## src/rtl/datapath.sv

```systemverilog
// rtl/datapath.sv - register-transfer datapath: shared 32-bit bus, MDR/IR/Y/R1-R3, AND ALU into 64-bit Z
module datapath (
  input  logic        clock,
  input  logic        clear,
  input  logic [31:0] Mdatain,
  input  logic        Read,
  input  logic        MDRin,
  input  logic        IRin,
  input  logic        Yin,
  input  logic        R1in,
  input  logic        R2in,
  input  logic        R3in,
  input  logic        PCout,
  input  logic        Zlowout,
  input  logic        MDRout,
  input  logic        R2out,
  input  logic        R3out,
  input  logic        AND,
  output logic [31:0] BusMuxOut,
  output logic [31:0] R1_data,
  output logic [31:0] R2_data,
  output logic [31:0] R3_data,
  output logic [31:0] IR_data,
  output logic [63:0] Z_data
);

  logic [31:0] pc, ir, mdr, y, r1, r2, r3;
  logic [63:0] z;
  logic [63:0] alu_result;

  always_comb begin
    BusMuxOut = 32'h0;
    if (MDRout)       BusMuxOut = mdr;
    else if (Zlowout) BusMuxOut = z[31:0];
    else if (PCout)   BusMuxOut = pc;
    else if (R2out)   BusMuxOut = r2;
    else if (R3out)   BusMuxOut = r3;
  end

  assign alu_result = {32'h0, y & BusMuxOut};

  // PC has no load path; it is held at its reset value.
  always_ff @(posedge clock or negedge clear) begin
    if (!clear) pc <= 32'h0;
    else        pc <= pc;
  end

  always_ff @(posedge clock or negedge clear) begin
    if (!clear) begin
      ir  <= 32'h0;
      mdr <= 32'h0;
      y   <= 32'h0;
      r1  <= 32'h0;
      r2  <= 32'h0;
      r3  <= 32'h0;
      z   <= 64'h0;
    end else begin
      if (MDRin) mdr <= Read ? Mdatain : BusMuxOut;
      if (IRin)  ir  <= BusMuxOut;
      if (Yin)   y   <= BusMuxOut;
      if (R1in)  r1  <= BusMuxOut;
      if (R2in)  r2  <= BusMuxOut;
      if (R3in)  r3  <= BusMuxOut;
      if (AND)   z   <= alu_result;
    end
  end

  assign R1_data = r1;
  assign R2_data = r2;
  assign R3_data = r3;
  assign IR_data = ir;
  assign Z_data  = z;

endmodule

```

## config.mk

```make
export PLATFORM = sky130hd
export DESIGN_NAME = datapath
export DESIGN_NICKNAME = d
export VERILOG_FILES = /design/src/rtl/datapath.sv
export SDC_FILE = /design/constraint.sdc
export NUM_CORES = 1
export LEC_CHECK = 0
export BUFFER_PORTS_ARGS = -buffer_cell sky130_fd_sc_hd__buf_2
export CAP_MARGIN = 30
export CELL_PAD_IN_SITES_DETAIL_PLACEMENT = 0
export CELL_PAD_IN_SITES_GLOBAL_PLACEMENT = 1
export CORE_MARGIN = 2
export CORE_UTILIZATION = 41
export CTS_CLUSTER_DIAMETER = 120
export DETAILED_ROUTE_END_ITERATION = 10
export PLACE_DENSITY = 0.9
export SYNTH_ARGS = -nofsm -noshare
export SYNTH_HDL_FRONTEND = slang
export SYNTH_SLANG_ARGS = --single-unit
```

## constraint.sdc

```tcl
create_clock -name clock -period 1.6 [get_ports clock]
set_input_delay 0.08 -clock clock [delete_from_list [all_inputs] [get_ports clock]]
set_output_delay 0.08 -clock clock [all_outputs]
set_load 0.1 [all_outputs]
```

==> Yosys cells after proc, flatten, opt, wreduce, memory -nomap -nowiden <==
Index checks and enable logic that the tools add are counted.
{ "word_totals": {"ramBits": 0, "reg_bits": 224, "latch_bits": 0, "romBits": 0, "in_bits": 47, "elab_cells": 14, "n_memories": 0} }
{ "op_classes": {"div_mod_pow": 0, "n_shift": 0, "mul": 0, "n_reduce_logical": 0, "eq_ne": 0, "n_mux": 6, "add_sub_neg": 0, "bitwise_logic": 1, "order_cmp": 0} }
{ "ops": {"columns": ["cell", "n"], "rows": [
  ["$mux W32", 6],
  ["$and A32 B32 Y32", 1]
]} }

==> Longest topological paths before layout <==
{ "depth": {"word_depth": 6, "ltp_mapped": 6} }

==> Worst setup path after synthesis <==
Ideal clock, no wire load.
{ "synth_timing": {"path_type": "flip-flop to output port", "from": "register r2[29], in the netlist R2_data[29]", "to": "output port BusMuxOut[29]", "t_arrival_ns": 2.830, "n_path_buf": 0, "required_ns": 1.520, "path_slack_ns": -1.310, "path_stages_with_launch": 4, "path_cell_list": "dfrtp_1 > nor4bb_1 > a211oi_2 > nor2_1"} }
{ "synth_via": {"elab_chain_cells": 4} }
{ "synth_lines": {"columns": ["item", "line", "rtl"], "rows": [
  ["from (decl)", "27", "logic [31:0] pc, ir, mdr, y, r1, r2, r3;"],
  ["from (signal assigned)", "62", "if (R2in) r2 <= BusMuxOut;"],
  ["$mux W32", "36", "else if (R2out) BusMuxOut = r2;"],
  ["$mux W32", "35", "else if (PCout) BusMuxOut = pc;"],
  ["$mux W32", "34", "else if (Zlowout) BusMuxOut = z[31:0];"],
  ["$mux W32", "33", "if (MDRout) BusMuxOut = mdr;"],
  ["to (decl)", "19", "output logic [31:0] BusMuxOut,"]
]} }
Every way passes these cells.

==> Worst setup path after layout <==
Ends and elaborated chain as after synthesis.

==> impl_metrics.yaml <==
outcome:
  status: "finished, violations left"
  violations: "setup timing"
critical_path:
  required_ns: 1.52
  crit_arrival_ns: 1.70
  worst-path-max-fanout: 2
  cp_slowest_cell: "dfrtp_4"
  crit_chain: "nor4bb_4, a211oi_2, nor2_4, buf_12"
  crit_type: "flop to output port"
  worstSetupEndpointType: "output port"
  cp_slowest_stage_delay_ns: 0.49
  start_kind: "flop"
yosys:
  synthCells: 1215
  yosysMostFrequentCell: "dfrtp_1"
  synth_top_area_frac: 0.493
  ys_warn_count: 0
  synth.avg_cell_area_um2: 9.35
  synth_area_leaders: "dfrtp_1 (49%), o22ai_1 (7.1%), inv_1 (4.3%)"
  ys_ff_latch: 224
  synth-seq-area-share: 0.493
  async_reset_ff_frac: 1.00
  yosysUniqueCellTypes: 31
  yosys-top-cells-count: "dfrtp_1 (224), inv_1 (129), o22ai_1 (129), nand2_1 (128), clkbuf_1 (68)"
  synth_edf_count: 0
  synthesis.area_um2: 11400
  synth-main-ff-cell: "dfrtp_1"
  synth_largest_area_cell: "dfrtp_1"
cts:
  htreeDepth: 1
  cts_tree: "built"
  cts_buffers: 25
  clk_latency_ns: 0.53
  clk_pin_slew_ns: 0.06
  cts-root-buf: "clkbuf_16"
  clock_sink_count: 224
  cts_buffer_depth: 3
min_path:
  hold_class: "input port to flop"
die:
  die-height_um: 170
  core_um2: 27100
  start_util: 0.419
  pin_count: 271
  die_area_um2: 29100
  die_w_um: 170
  fp-row-count: 60
sta:
  worst_slack_ns: -0.178
  relSlewSlack: 0.650
  fin_skew_ns: 0.0181
  hold_violations: 0
  min_period_ns: 1.78
  rsz0062_at_grt: "true"
  finalSetupViolCount: 32
  maxSlewViolCount: 0
  setup-tns-final_ns: -3.83
  max_freq_mhz: 562
  fin_crit_sh: 1.11
  tightest_slew_ns: 0.529
drt:
  remaining_drc_errors: 0
  wirelength_um: 39300
  drtPass1Iterations: 6
  drt_iter0_drc: 905
  via_per_inst: 5.67
  ant_nets: 0
  wl_per_cell_um: 19.7
  route.vias.total: 11300
layout:
  n_antenna_cell: 0
  fin_nets: 1656
  drive_gt1_frac: 0.376
  finalNonFillerCells: 1999
  area_growth_pct: 45.6
placed_design:
  dp_slack_ns: -0.0364
  io_buffers: 238
  place_inst: 1802
  hpwl_um: 23900
  gp_congestion: 0.861
global_route:
  grt_max_degree: 65
  grt_pass1_vias: 11200
  grt_pass1_wl_um: 61500
  antenna_found_initial: 0
  grt_remaining_overflow: 0
  grt_usage: 0.267
pwr:
  vdd.ir_drop.worst_mv: 0.812
  finalPower_w: 0.0221
  p_per_area_nw_per_um2: 1340
  p_leak_nw: 7.86
job:
  cap_violations: 0
-- logic make-up after synthesis --
family / Yosys count / synth area share
other: 1 / 0.000330
buffers and inverters: 250 / 0.0959
AO/OA/AOI/OAI: 445 / 0.284
flip-flops: 224 / 0.493
AND/OR/NAND/NOR: 295 / 0.127
-- per-layer routing --
metal / track usage / vias to the layer above / routed length, um / part of all wire
met5: 0 / - / 0 / 0
met4: 0.0914 / 0 / 1200 / 0.030
met3: 0.0614 / 115 / 3380 / 0.086
met2: 0.437 / 613 / 18900 / 0.48
met1: 0.351 / 5540 / 15800 / 0.40
li1: - / 5071 / - / -
-- state kept, by name, indices dropped and copies added, names as in the netlist --
signal   cells
IR_data     32
R1_data     32
R2_data     32
R3_data     32
Z_data      32
mdr         32
y           32
-- stage by stage --
| stage | cell area [um2] | utilization | hold WS (ns) |
|---|---|---|---|
| after floorplan | 11900 | - | -0.216 |
| after global routing | 16500 | 0.610 | 0.0792 |
| after CTS | 16300 | 0.603 | 0.0496 |
| after global placement | 14200 | 0.522 | 0.0213 |
| final | 16500 | 0.610 | 0.0645 |
| after detailed placement | 14200 | 0.522 | 0.0244 |
-- critical path: cells and delay by family (launching register included) --
family,cells,cell delay (ns)
compound gates,1,0.27
buf+inv,1,0.17
flops,1,0.49
simple gates,2,0.25
-- layout by cell type, fill, tap and decap left out, types with 63 or more instances in the layout --
cell,count
dfrtp_1,148
dfrtp_2,75
a21o_1,63
o21ai_0,63
nor2b_1,64
inv_1,129
nand2_1,128
buf_2,199
buf_4,167
o22ai_1,129
-- timing repair --
action                     CTS  global route
setup buffers               94            25
hold buffers                33             0
pin swaps                   22             0
setup endpoints to repair   32            36
gates resized for setup     31             5
hold endpoints to repair   256             0
-- cell type report --
cell class / count / area, um2
timing repair buffer: 457 / 3670
clock inverter: 12 / 115
tap: 372 / 465
sequential: 224 / 5700
inverter: 129 / 484
fill: 2213 / 10600
multi-input combinational: 772 / 5410
clock buffer: 33 / 686
-- where the power goes --
| part | internal [W] | switching [W] | leakage, nW |
|---|---|---|---|
| registers | 0.00643 | 0.000695 | 2.73 |
| logic | 0.00225 | 0.00698 | 4.73 |
| clock network | 0.00333 | 0.00240 | 0.395 |
-- path summary, 6_finish.rpt --
| path | slack, ns | endpoint | start | depth (start not counted) |
|---|---|---|---|---|
| min reg2reg | 0.52 | R1_data[13] | R1_data[13] | 2 |
| max reg2reg | 0.12 | R1_data[17] | Z_data[17] | 6 |
| min | 0.06 | R2_data[30] | R2in | 4 |
| max in group asynchronous | 0.86 | R3_data[24] | clear | 3 |
| max | -0.18 | BusMuxOut[29] | R2_data[29] | 4 |
| min in group asynchronous | 0.07 | R1_data[5] | clear | 2 |
Power figures use the tool's default switching activity.
